`config.mk`:
```
export PLATFORM = sky130hd
export DESIGN_NAME = pll_lock_monitor
export DESIGN_NICKNAME = d
export VERILOG_FILES = /design/src/rtl/pll_lock_monitor.sv
export SDC_FILE = /design/constraint.sdc
export NUM_CORES = 1
export LEC_CHECK = 0
export ABC_AREA = 1
export BUFFER_PORTS_ARGS = -buffer_cell sky130_fd_sc_hd__buf_4
export CAP_MARGIN = 20
export CORE_MARGIN = 2
export CORE_UTILIZATION = 60
export DETAILED_ROUTE_END_ITERATION = 10
export PLACE_DENSITY = 0.83
export SLEW_MARGIN = 20
export SYNTH_ARGS = -nofsm -noshare
export SYNTH_HDL_FRONTEND = slang
export SYNTH_SLANG_ARGS = --single-unit
```
`constraint.sdc`:
```
create_clock -name fpga_clk_i -period 3.3 [get_ports fpga_clk_i]
set_clock_uncertainty 0.1 [all_clocks]
set_input_delay 0.33 -clock fpga_clk_i [delete_from_list [all_inputs] [get_ports fpga_clk_i]]
set_output_delay 0.33 -clock fpga_clk_i [all_outputs]
set_load 0.1 [all_outputs]
```
`src/rtl/pll_lock_monitor.sv`:
```
// Windowed phase-error statistics and hysteretic lock detector for the ADPLL.
// Optional loss-of-lock sticky flag (lol_sticky_o) is built when PLL_LOCK_STICKY_EN is defined.
module pll_lock_monitor #(
  parameter int ERR_WIDTH      = 8,
  parameter int WINDOW_LOG2    = 4,
  parameter int LOCK_THRESH    = 4,
  parameter int LOCK_WINDOWS   = 4,
  parameter int UNLOCK_WINDOWS = 2
) (
  input  logic                 fpga_clk_i,
  input  logic                 reset_i,
  input  logic                 enable_i,
  input  logic [ERR_WIDTH-1:0] error_i,
  input  logic                 error_valid_i,
  output logic [ERR_WIDTH-1:0] avg_err_o,
  output logic [ERR_WIDTH-1:0] peak_err_o,
  output logic                 window_done_o,
  output logic [1:0]           state_o,
  output logic                 lock_o
`ifdef PLL_LOCK_STICKY_EN
  ,
  output logic                 lol_sticky_o
`endif
);

  localparam int AW = ERR_WIDTH + WINDOW_LOG2;
  localparam int GW = $clog2(LOCK_WINDOWS + 1);
  localparam int BW = $clog2(UNLOCK_WINDOWS + 1);
  localparam logic [ERR_WIDTH-1:0] MAX_ABS  = {1'b0, {(ERR_WIDTH-1){1'b1}}};
  localparam logic [ERR_WIDTH-1:0] MOST_NEG = {1'b1, {(ERR_WIDTH-1){1'b0}}};
  localparam logic [ERR_WIDTH-1:0] THRESH   = ERR_WIDTH'(LOCK_THRESH);

  typedef enum logic [1:0] {
    UNLOCKED  = 2'b00,
    ACQUIRING = 2'b01,
    LOCKED    = 2'b10,
    LOSING    = 2'b11
  } state_t;

  state_t                 state_q, state_d;
  logic [GW-1:0]          good_cnt_q, good_cnt_d;
  logic [BW-1:0]          bad_cnt_q, bad_cnt_d;
  logic [WINDOW_LOG2-1:0] cnt_q;
  logic signed [AW-1:0]   acc_q, acc_sum, err_ext;
  logic [ERR_WIDTH-1:0]   peak_q, peak_final, abs_err;
  logic                   accept, window_end, good_window;

  assign accept     = enable_i & error_valid_i;
  assign window_end = accept & (&cnt_q);

  // The most-negative code has no positive twin, so it saturates.
  always_comb begin
    abs_err = error_i;
    if (error_i == MOST_NEG) begin
      abs_err = MAX_ABS;
    end else if (error_i[ERR_WIDTH-1]) begin
      abs_err = -error_i;
    end
  end

  assign err_ext     = {{WINDOW_LOG2{error_i[ERR_WIDTH-1]}}, error_i};
  assign acc_sum     = acc_q + err_ext;
  assign peak_final  = (abs_err > peak_q) ? abs_err : peak_q;
  assign good_window = (peak_final <= THRESH);

  always_comb begin
    state_d    = state_q;
    good_cnt_d = good_cnt_q;
    bad_cnt_d  = bad_cnt_q;
    if (window_end) begin
      case (state_q)
        UNLOCKED: begin
          if (good_window) begin
            if (LOCK_WINDOWS == 1) begin
              state_d    = LOCKED;
              good_cnt_d = '0;
            end else begin
              state_d    = ACQUIRING;
              good_cnt_d = GW'(1);
            end
          end
        end
        ACQUIRING: begin
          if (!good_window) begin
            state_d    = UNLOCKED;
            good_cnt_d = '0;
          end else if (good_cnt_q + 1'b1 >= GW'(LOCK_WINDOWS)) begin
            state_d    = LOCKED;
            good_cnt_d = '0;
          end else begin
            good_cnt_d = good_cnt_q + 1'b1;
          end
        end
        LOCKED: begin
          if (!good_window) begin
            if (UNLOCK_WINDOWS == 1) begin
              state_d   = UNLOCKED;
              bad_cnt_d = '0;
            end else begin
              state_d   = LOSING;
              bad_cnt_d = BW'(1);
            end
          end
        end
        LOSING: begin
          if (good_window) begin
            state_d   = LOCKED;
            bad_cnt_d = '0;
          end else if (bad_cnt_q + 1'b1 >= BW'(UNLOCK_WINDOWS)) begin
            state_d   = UNLOCKED;
            bad_cnt_d = '0;
          end else begin
            bad_cnt_d = bad_cnt_q + 1'b1;
          end
        end
        default: state_d = UNLOCKED;
      endcase
    end
  end

  // The final sample is folded in combinationally so results land one cycle after it.
  always_ff @(posedge fpga_clk_i or posedge reset_i) begin
    if (reset_i) begin
      cnt_q         <= '0;
      acc_q         <= '0;
      peak_q        <= '0;
      avg_err_o     <= '0;
      peak_err_o    <= '0;
      window_done_o <= 1'b0;
      state_q       <= UNLOCKED;
      good_cnt_q    <= '0;
      bad_cnt_q     <= '0;
      lock_o        <= 1'b0;
    end else begin
      window_done_o <= 1'b0;
      if (accept) begin
        cnt_q <= cnt_q + 1'b1;
        if (&cnt_q) begin
          avg_err_o     <= acc_sum[AW-1:WINDOW_LOG2];
          peak_err_o    <= peak_final;
          window_done_o <= 1'b1;
          acc_q         <= '0;
          peak_q        <= '0;
        end else begin
          acc_q  <= acc_sum;
          peak_q <= peak_final;
        end
      end
      state_q    <= state_d;
      good_cnt_q <= good_cnt_d;
      bad_cnt_q  <= bad_cnt_d;
      lock_o     <= state_d[1];
    end
  end

  assign state_o = state_q;

`ifdef PLL_LOCK_STICKY_EN
  always_ff @(posedge fpga_clk_i or posedge reset_i) begin
    if (reset_i) begin
      lol_sticky_o <= 1'b0;
    end else if (window_end && state_q[1] && (state_d == UNLOCKED)) begin
      lol_sticky_o <= 1'b1;
    end
  end
`endif

endmodule

```
; ---- Word level (Yosys, flattened, before mapping)
; Cells that the tools add are included.
[word_totals]
mem_bits_rw = 0
rom_bits = 0
memories = 0
word_cells = 59
latch_bits = 0
output_inout_bits = 20
in_bits = 12
register_bits = 48
[op_classes]
order_cmp = 4
n_mux = 22
n_shift = 0
bitwise_logic = 2
n_eq_ne = 8
n_div = 0
addsub = 5
reduce_logical = 8
mul = 0
[ops]
columns = operator, count
row1 = 8-bit 2-to-1 mux, 4
row2 = 2-bit 2-to-1 mux, 9
row3 = 12-bit by 8-bit adder with 12-bit output, 1
row4 = 12-bit 2-to-1 mux, 1
row5 = 5-bit AND reduction, 2
row6 = 3-bit 2-to-1 mux, 3
row7 = "8-bit equality test, second input constant", 1
row8 = 8-bit > comparator, 1
row9 = "8-bit by 3-bit less-or-equal comparator with 1-bit output, second input constant", 1
row10 = 8-bit negation, 1
row11 = 2-bit one-hot mux with 4 select lines, 1
row12 = "3-bit inequality test, second input constant", 2
row13 = 3-bit one-hot mux with 2 select lines, 1
row14 = 3-bit AND reduction, 2
row15 = "4-bit by 1-bit adder with 4-bit output, second input constant", 1
row16 = "2-bit equality test, second input constant", 2
row17 = "2-bit inequality test, second input constant", 2
row18 = 2-bit one-hot mux with 2 select lines, 1
row19 = 4-bit AND reduction, 1
row20 = 2-bit nonzero test, 2
row21 = "3-bit by 1-bit adder with 3-bit output, second input constant", 1
row22 = "3-bit greater-or-equal comparator, second input constant", 1
row23 = "2-bit by 1-bit adder with 2-bit output, second input constant", 1
row24 = 1-bit bitwise AND, 2
row25 = 4 further kinds, 5

; ---- Logic depth before layout (Yosys ltp)
; Gate-level depths: netlist (run 1).
[logic_depth]
ltp_word = 8
ltp_mapped = 25

; ---- Least setup slack after synthesis (run 1)
; Ideal clock, no wire load.
[synth_path]
path_type = input to register
from = input port error_i[0]
to = register state_q[0], in the netlist state_o[0]
t_required_ps = 3081
path_slack_ps = 526
arrival_time_ps = 2555
setup_time_ps = 119
path_stages = 24
path_cell_list = inv_1 -> ha_1 -> inv_1 -> nand2_1 -> xor2_1 -> inv_1 -> nor2_1 -> inv_1 -> ha_1 -> nand2_1 -> inv_2 -> nand2_1 -> nand2_1 -> nand2_1 -> nand2_4 -> nand2_4 -> nand2_1 -> nand2_1 -> nand2_2 -> nor2_4 -> nand3_4 -> nand2_1 -> nand4_1 -> and2_1
[synth_via]
elab_chain_cells = 8
elab_cells_between_ends = 15
classes_between = add/sub (1) / order compare (2) / eq/ne (5) / mux (6) / reduce/logical (1)
[synth_rtl]
columns = item, line_no
row1 = from (decl), 13  ; input logic [ERR_WIDTH-1:0] error_i,
row2 = 8-bit negation, 57  ; abs_err = -error_i;
row3 = 8-bit 2-to-1 mux, 56  ; end else if (error_i[ERR_WIDTH-1]) begin
row4 = 8-bit 2-to-1 mux *, 54  ; if (error_i == MOST_NEG) begin
row5 = 8-bit > comparator, 63  ; assign peak_final = (abs_err > peak_q) ? abs_err : peak_q;
row6 = 8-bit 2-to-1 mux *, 63
row7 = 8-bit by 3-bit less-or-equal comparator with 1-bit output *, 64  ; assign good_window = (peak_final <= THRESH);
row8 = "3-bit inequality test (no source line), or another cell as far along", -
row9 = 5-bit AND reduction (no source line) or 2-bit one-hot mux with 4 select lines (tied branches), -
row10 = to (signal assigned), 149  ; state_q <= state_d;
row11 = to (decl), 40  ; state_t state_q, state_d;
; Mark *: on every way between the ends. The rest lies on a longest branch, timed or not.
; A chain may end at the register's enable or synchronous reset.

; ---- Final worst setup path (run 1)
; Same ends and word-level chain as after synthesis.

==> results of run 1 <==
==> worst max-delay path: stages <==
cell and delay, ns:
buf_4 0.12, inv_1 0.11, ha_1 0.22, inv_1 0.05, nand2_1 0.06, xor2_1 0.14, inv_1 0.05, nor2_1 0.16
inv_1 0.07, ha_1 0.27, nand2_1 0.07, inv_2 0.05, nand2_1 0.06, nand2_1 0.04, nand2_1 0.10, nand2_4 0.09
nand2_4 0.12, nand2_1 0.08, nand2_1 0.11, nand2_2 0.07, nor2_4 0.11, nand3_4 0.12, nand2_1 0.10, nand4_1 0.10
and2_1 0.18
==> sequential cells by signal (all words and copies together), names as in the netlist, named ones only <==
signal	cells
peak_err_o	8
bad_cnt_q	2
state_o	1
cnt_q	4
avg_err_o	8
window_done_o	1
acc_q	12
good_cnt_q	3
peak_q	8
==> cell usage in the layout (no fill, tap or decap), types with 2 or more instances in the layout <==
master     instances
ha_1              23
a21o_1             2
a32o_1             2
nor2_4             2
nand2_2            3
dfrtp_1           48
nand4_1            5
nor2_1            23
o21ai_0           22
xor2_1            10
inv_2              4
and2_1             2
nor2_2             9
o2111ai_1          2
clkbuf_8           5
nand2_1           95
nand3_1           21
a21oi_1           19
xnor2_1            3
o21ai_1            3
buf_4             34
o22ai_1            8
or2_2              2
inv_1             38
clkinv_2           2
a22o_1             5
nand2_4            3
==> power breakdown <==
group / total (mW) / switching [mW] / internal (mW) / leakage [nW]
Sequential: 0.963 / 0.147 / 0.815 / 0.612
Clock: 0.428 / 0.203 / 0.225 / 0.0552
Combinational: 2.02 / 1.43 / 0.588 / 1.12
Total: 3.41 / 1.78 / 1.63 / 1.79
==> worst paths after layout <==
| kind | endpoint | slack [ns] | cells after the start |
|---|---|---|---|
| worst min register to register | cnt_q[3] | 0.38 | 1 |
| worst min-delay path | acc_q[3] | 0.05 | 2 |
| worst max register to register | state_o[0] | 0.92 | 17 |
| max in group asynchronous | asynchronous set/reset pin | 2.57 | 2 |
| worst max-delay path | state_o[0] | 0.42 | 25 |
| min in group fpga_clk_i | acc_q[0] | 0.29 | 3 |
==> per-layer routing <==
| metal | vias up | track usage [%] | wire length (um) |
|---|---|---|---|
| li1 | 1286 | - | - |
| met4 | 0 | 9.13 | 109 |
| met5 | - | 0 | 0 |
| met3 | 9 | 4.42 | 230 |
| met1 | 1221 | 29.9 | 2770 |
| met2 | 61 | 40.4 | 2990 |
==> final cells by class <==
| type | instances | area (um^2) |
|---|---|---|
| Multi-Input combinational cell | 270 | 1590 |
| Fill cell | 378 | 1350 |
| Sequential cell | 48 | 1200 |
| Timing Repair Buffer | 34 | 255 |
| Inverter | 44 | 166 |
| Tap cell | 67 | 83.8 |
| Clock buffer | 6 | 72.6 |
| Clock inverter | 2 | 35.0 |
==> through the flow <==
step	hold slack, ns	util, %	cell area (um^2)
floorplan	0.341	-	3000
global placement	0.365	69.4	3300
detailed placement	0.365	69.4	3300
global route	0.113	71.7	3410
CTS	0.193	71.7	3410
finish	0.0535	71.7	3410
==> synthesized netlist by cell type, drive strengths merged <==
library cell	number	area, um^2
ha	23	288
o211ai	1	7.51
dfrtp	48	1200
inv	43	161
xnor2	3	26.3
a22o	5	43.8
buf	2	12.5
fa	1	20.0
a21boi	1	7.51
nand3	22	123
and2	2	12.5
o21ai	25	125
nand2	101	409
a21oi	20	111
o2111ai	2	17.5
a32o	2	20.0
nand4	6	52.6
clkinv	1	3.75
xor2	10	87.6
o22ai	8	50.1
clkbuf	6	22.5
or2	2	12.5
a21o	2	15.0
nor2	34	165
==> kinds of logic (layout without fill, tap and decap cells) <==
family / Yosys count / in the layout / synth area share (%)
adder cells (fa/ha/maj): 24 / 24 / 10.3
XOR/XNOR: 13 / 13 / 3.80
flip-flops: 48 / 48 / 40.1
AO/OA/AOI/OAI: 66 / 66 / 13.3
buffers and inverters: 52 / 86 / 6.68
AND/OR/NAND/NOR: 167 / 167 / 25.9
==> results_dict.tcl, run 1 <==
set metrics [dict create \
    status "finished clean" \
    vias 2577 \
    gp_congestion 0.905 \
    numPortBuffers 31 \
    antenna_cells 0 \
    grt_overflow_total 0 \
    yosysSeqAreaShare_pct 40.1 \
    syn_inst 370 \
    finalSetupViolations 0 \
    worst_setup_path_end_kind "flip-flop" \
    finalCriticalPeriod_ns 2.88 \
    core_mm2 0.00475 \
    final_cells 471 \
    power_mw 3.41 \
    synth-seq-cells 48 \
    rsz0062_at_grt "no" \
    ys_types 34 \
    rr_startpoint "peak_q[3]" \
    wl_per_cell_um 12.9 \
    hold_viol 0 \
    start_kind "input pin" \
    clk_pin_slew_ns 0.09 \
    tns_ns 0 \
    drtIter0Drc 102 \
    post-cts-setup-buffers 0 \
    cts_buffers 5 \
    required_ns 3.40 \
    pre_cts_ws_ns 0.118 \
    syn_area_per_cell_um2 8.10 \
    timing.fmax_mhz 347 \
    finalCritPeriodShare_pct 87.2 \
    synth_warnings 0 \
    crit_start "error_i[0]" \
    drc 0 \
    antenna_found_initial 0 \
    clk_path_buf_depth 2 \
    finalWirelength_um 6090 \
    first_pass_iters 4 \
    cp_max_fo 10 \
    p_per_area_mw_per_mm2 1000 \
    p_leak_nw 1.79 \
    die_w_um 74.7 \
    relSlewSlack_pct 46.5 \
    dpl.cell_count 463 \
    vias_per_cell 5.47 \
    fin_ws_ns 0.422 \
    arrival_ns 2.98 \
    critical_path_class "input pin to flip-flop" \
    drv_cap 0 \
    dieArea_mm2 0.00557 \
    fin_nets 439 \
    ant_nets 0 \
    cts_resized 0 \
    hp-class "input pin to asynchronous set/reset pin" \
    netlist_area_mm2 0.00300 \
    grt_max_degree 49 \
    cts_htree_levels 2 \
    clk_latency_ns 0.31 \
    hpwl_um 4630 \
    ir_drop_mv 0.576 \
    synth_nets 406 \
    start_util_pct 63.0 \
    tightest_slew_ns 0.802 \
    ios 32 \
    grt_pass1_wl_um 10100 \
    clock-root-buffer "clkbuf_8" \
    cts.sinks 48 \
    drv_slew 0 \
    cts_tree "yes" \
    rows 25 \
    dieHeight_um 74.7 \
    holdBufCountCts 0 \
    grt_pass1_vias 2364 \
    drive_gt1_share_pct 16.8 \
    area_growth_pct 13.8 \
    grt_usage_pct 23.7 \
]
(Power assumes the default switching activity.)
==> inputs of run 2 (changes only) <==
- CORE_UTILIZATION: 60 -> 59
- PLACE_DENSITY: 0.83 -> 0.82
- TNS_END_PERCENT: default -> 1
- clock period: 3.3 -> 2.8 ns (I/O delays scaled with it)
==> run 2 against run 1 <==
Worst setup slack worse by 0.24 ns. Critical path type unchanged. Clock power grew 22%. Power up 28%.
==> results_dict.tcl, run 2 (synthesized netlist as in run 1, its figures left out) <==
set metrics [dict create \
    vias 2724 \
    ant_nets 0 \
    grtUsageMet2_pct 44.2 \
    clk_pin_slew_ns 0.10 \
    cp_max_fo 8 \
    final_cells 494 \
    largest_reg_flops 12 \
    ir_drop_mv 0.836 \
    start_kind "input pin" \
    final_common_cell "nand2_1" \
    first_pass_iters 4 \
    drv_slew 0 \
    drive_gt1_share_pct 26.5 \
    drtIter0Drc 187 \
    finalSetupViolations 0 \
    critical_path_class "input pin to flip-flop" \
    top_usage_layer "met2" \
    start_util_pct 62.2 \
    cts.sinks 48 \
    dieArea_mm2 0.00566 \
    numPortBuffers 31 \
    finalCritPeriodShare_pct 93.4 \
    gp_congestion 0.927 \
    p_per_area_mw_per_mm2 1170 \
    postPlaceCellArea_mm2 0.00344 \
    grt_pass1_wl_um 11000 \
    area_growth_pct 24.2 \
    finalCriticalPeriod_ns 2.62 \
    cts_htree_levels 2 \
    antenna_cells 0 \
    hold_ws_ns 0.00445 \
    hp-class "input pin to asynchronous set/reset pin" \
    finalWirelength_um 7020 \
    clock-root-buffer "clkbuf_8" \
    ios 32 \
    grt_pass1_vias 2533 \
    die_w_um 75.3 \
    wl_per_cell_um 14.2 \
    fillers 360 \
    cts_buffers 5 \
    p_leak_nw 1.92 \
    antenna_found_initial 0 \
    hpwl_um 5000 \
    grt_usage_pct 25.5 \
    dieHeight_um 75.3 \
    rows 25 \
    hold_viol 0 \
    rr_endpoint "good_cnt_q[0]" \
    largest-register "acc_q" \
    grt_overflow_total 0 \
    tightest_slew_ns 0.838 \
    relSlewSlack_pct 44.1 \
    holdBufCountCts 0 \
    arrival_ns 2.76 \
    final_cell_mix "nand2_1, buf_4, dfrtp_1, inv_1, nor2_1" \
    grt_max_degree 49 \
    core_mm2 0.00482 \
    reg2regPathDepth 14 \
    worst_setup_path_end_kind "flip-flop" \
    tns_ns 0 \
    grt_use_met3_pct 3.21 \
    cts_tree "yes" \
    clk_latency_ns 0.31 \
    drc 0 \
    status "finished clean" \
    dpl.cell_count 482 \
    timing.fmax_mhz 382 \
    fin_nets 462 \
    r2r_slack_ns 0.40 \
    vias_per_cell 5.51 \
    stdcell_area_mm2 0.00372 \
    power_mw 4.36 \
    clk_path_buf_depth 2 \
    rr_startpoint "peak_q[7]" \
    grt_use_met1_pct 32.7 \
    drv_cap 0 \
    required_ns 2.94 \
]
==> run 2: changes by cell type in the layout (fill, tap and decap cells not counted), sizes merged <==
cell and change:
buf +22, clkbuf -1, clkinv -1, clkinvlp +1, inv +1, nand2 +1
==> run 2: layout make-up <==
class / count / area, um^2 / share of cell area [%]
multi-input cells: 271 / 1720 / 46.3
flip-flops and latches: 48 / 1200 / 32.3
repair buffers: 56 / 428 / 11.5
inverters: 44 / 171 / 4.61
well taps: 67 / 83.8 / 2.25
clock buffers: 5 / 68.8 / 1.85
clock inverters: 3 / 46.3 / 1.24
==> run 2: layer usage <==
| metal | vias up | part of all wire (%) |
|---|---|---|
| met5 | - | 0 |
| met1 | 1296 | 43 |
| met3 | 22 | 3.8 |
| met4 | 0 | 2.6 |
| met2 | 76 | 51 |
| li1 | 1330 | - |
==> run 2: worst max-delay path: stages <==
cell and delay, ns:
buf_6 0.08, inv_4 0.03, ha_4 0.16, nand2_2 0.09, inv_2 0.05, nand2_4 0.07
nand2_1 0.07, nor2_2 0.13, inv_1 0.06, ha_1 0.27, nand2_1 0.08, nor2_4 0.15
nand4_4 0.24, nand2_8 0.16, nand2_2 0.06, nand2_2 0.08, nand2_2 0.07, nor2_4 0.13
nand3_4 0.13, a21oi_4 0.21, nor2_1 0.07, a21oi_1 0.11
==> run 2: report_power, final <==
group | switching (mW) | internal [mW] | leakage, nW
Combinational | 1.83 | 0.861 | 1.26
Sequential | 0.187 | 0.961 | 0.612
Clock | 0.253 | 0.269 | 0.0548
Total | 2.27 | 2.09 | 1.92
==> run 2: how the worst max path moves through the flow <==
stage	startpoint	endpoint	cells past startpoint
finish	error_i[1]	good_cnt_q[0]	22
floorplan	error_i[0]	state_o[0]	24
global route	error_i[1]	good_cnt_q[0]	26
detailed placement	error_i[0]	state_o[0]	25
CTS	error_i[0]	state_o[0]	25
global placement	error_i[0]	state_o[0]	25
==> run 2: through the flow <==
stage / worst slack (ns) / util, %
after global routing: -0.0571 / 77.2
after global placement: -0.122 / 71.5
after floorplan: 0.0762 / -
final: 0.184 / 77.2
after CTS: 0.105 / 73.8
after detailed placement: -0.210 / 71.5
==> run 2: repair_timing <==
action,CTS,global route
setup buffers,0,3
endpoints found under the setup margin,0,7
gates resized for setup,0,34
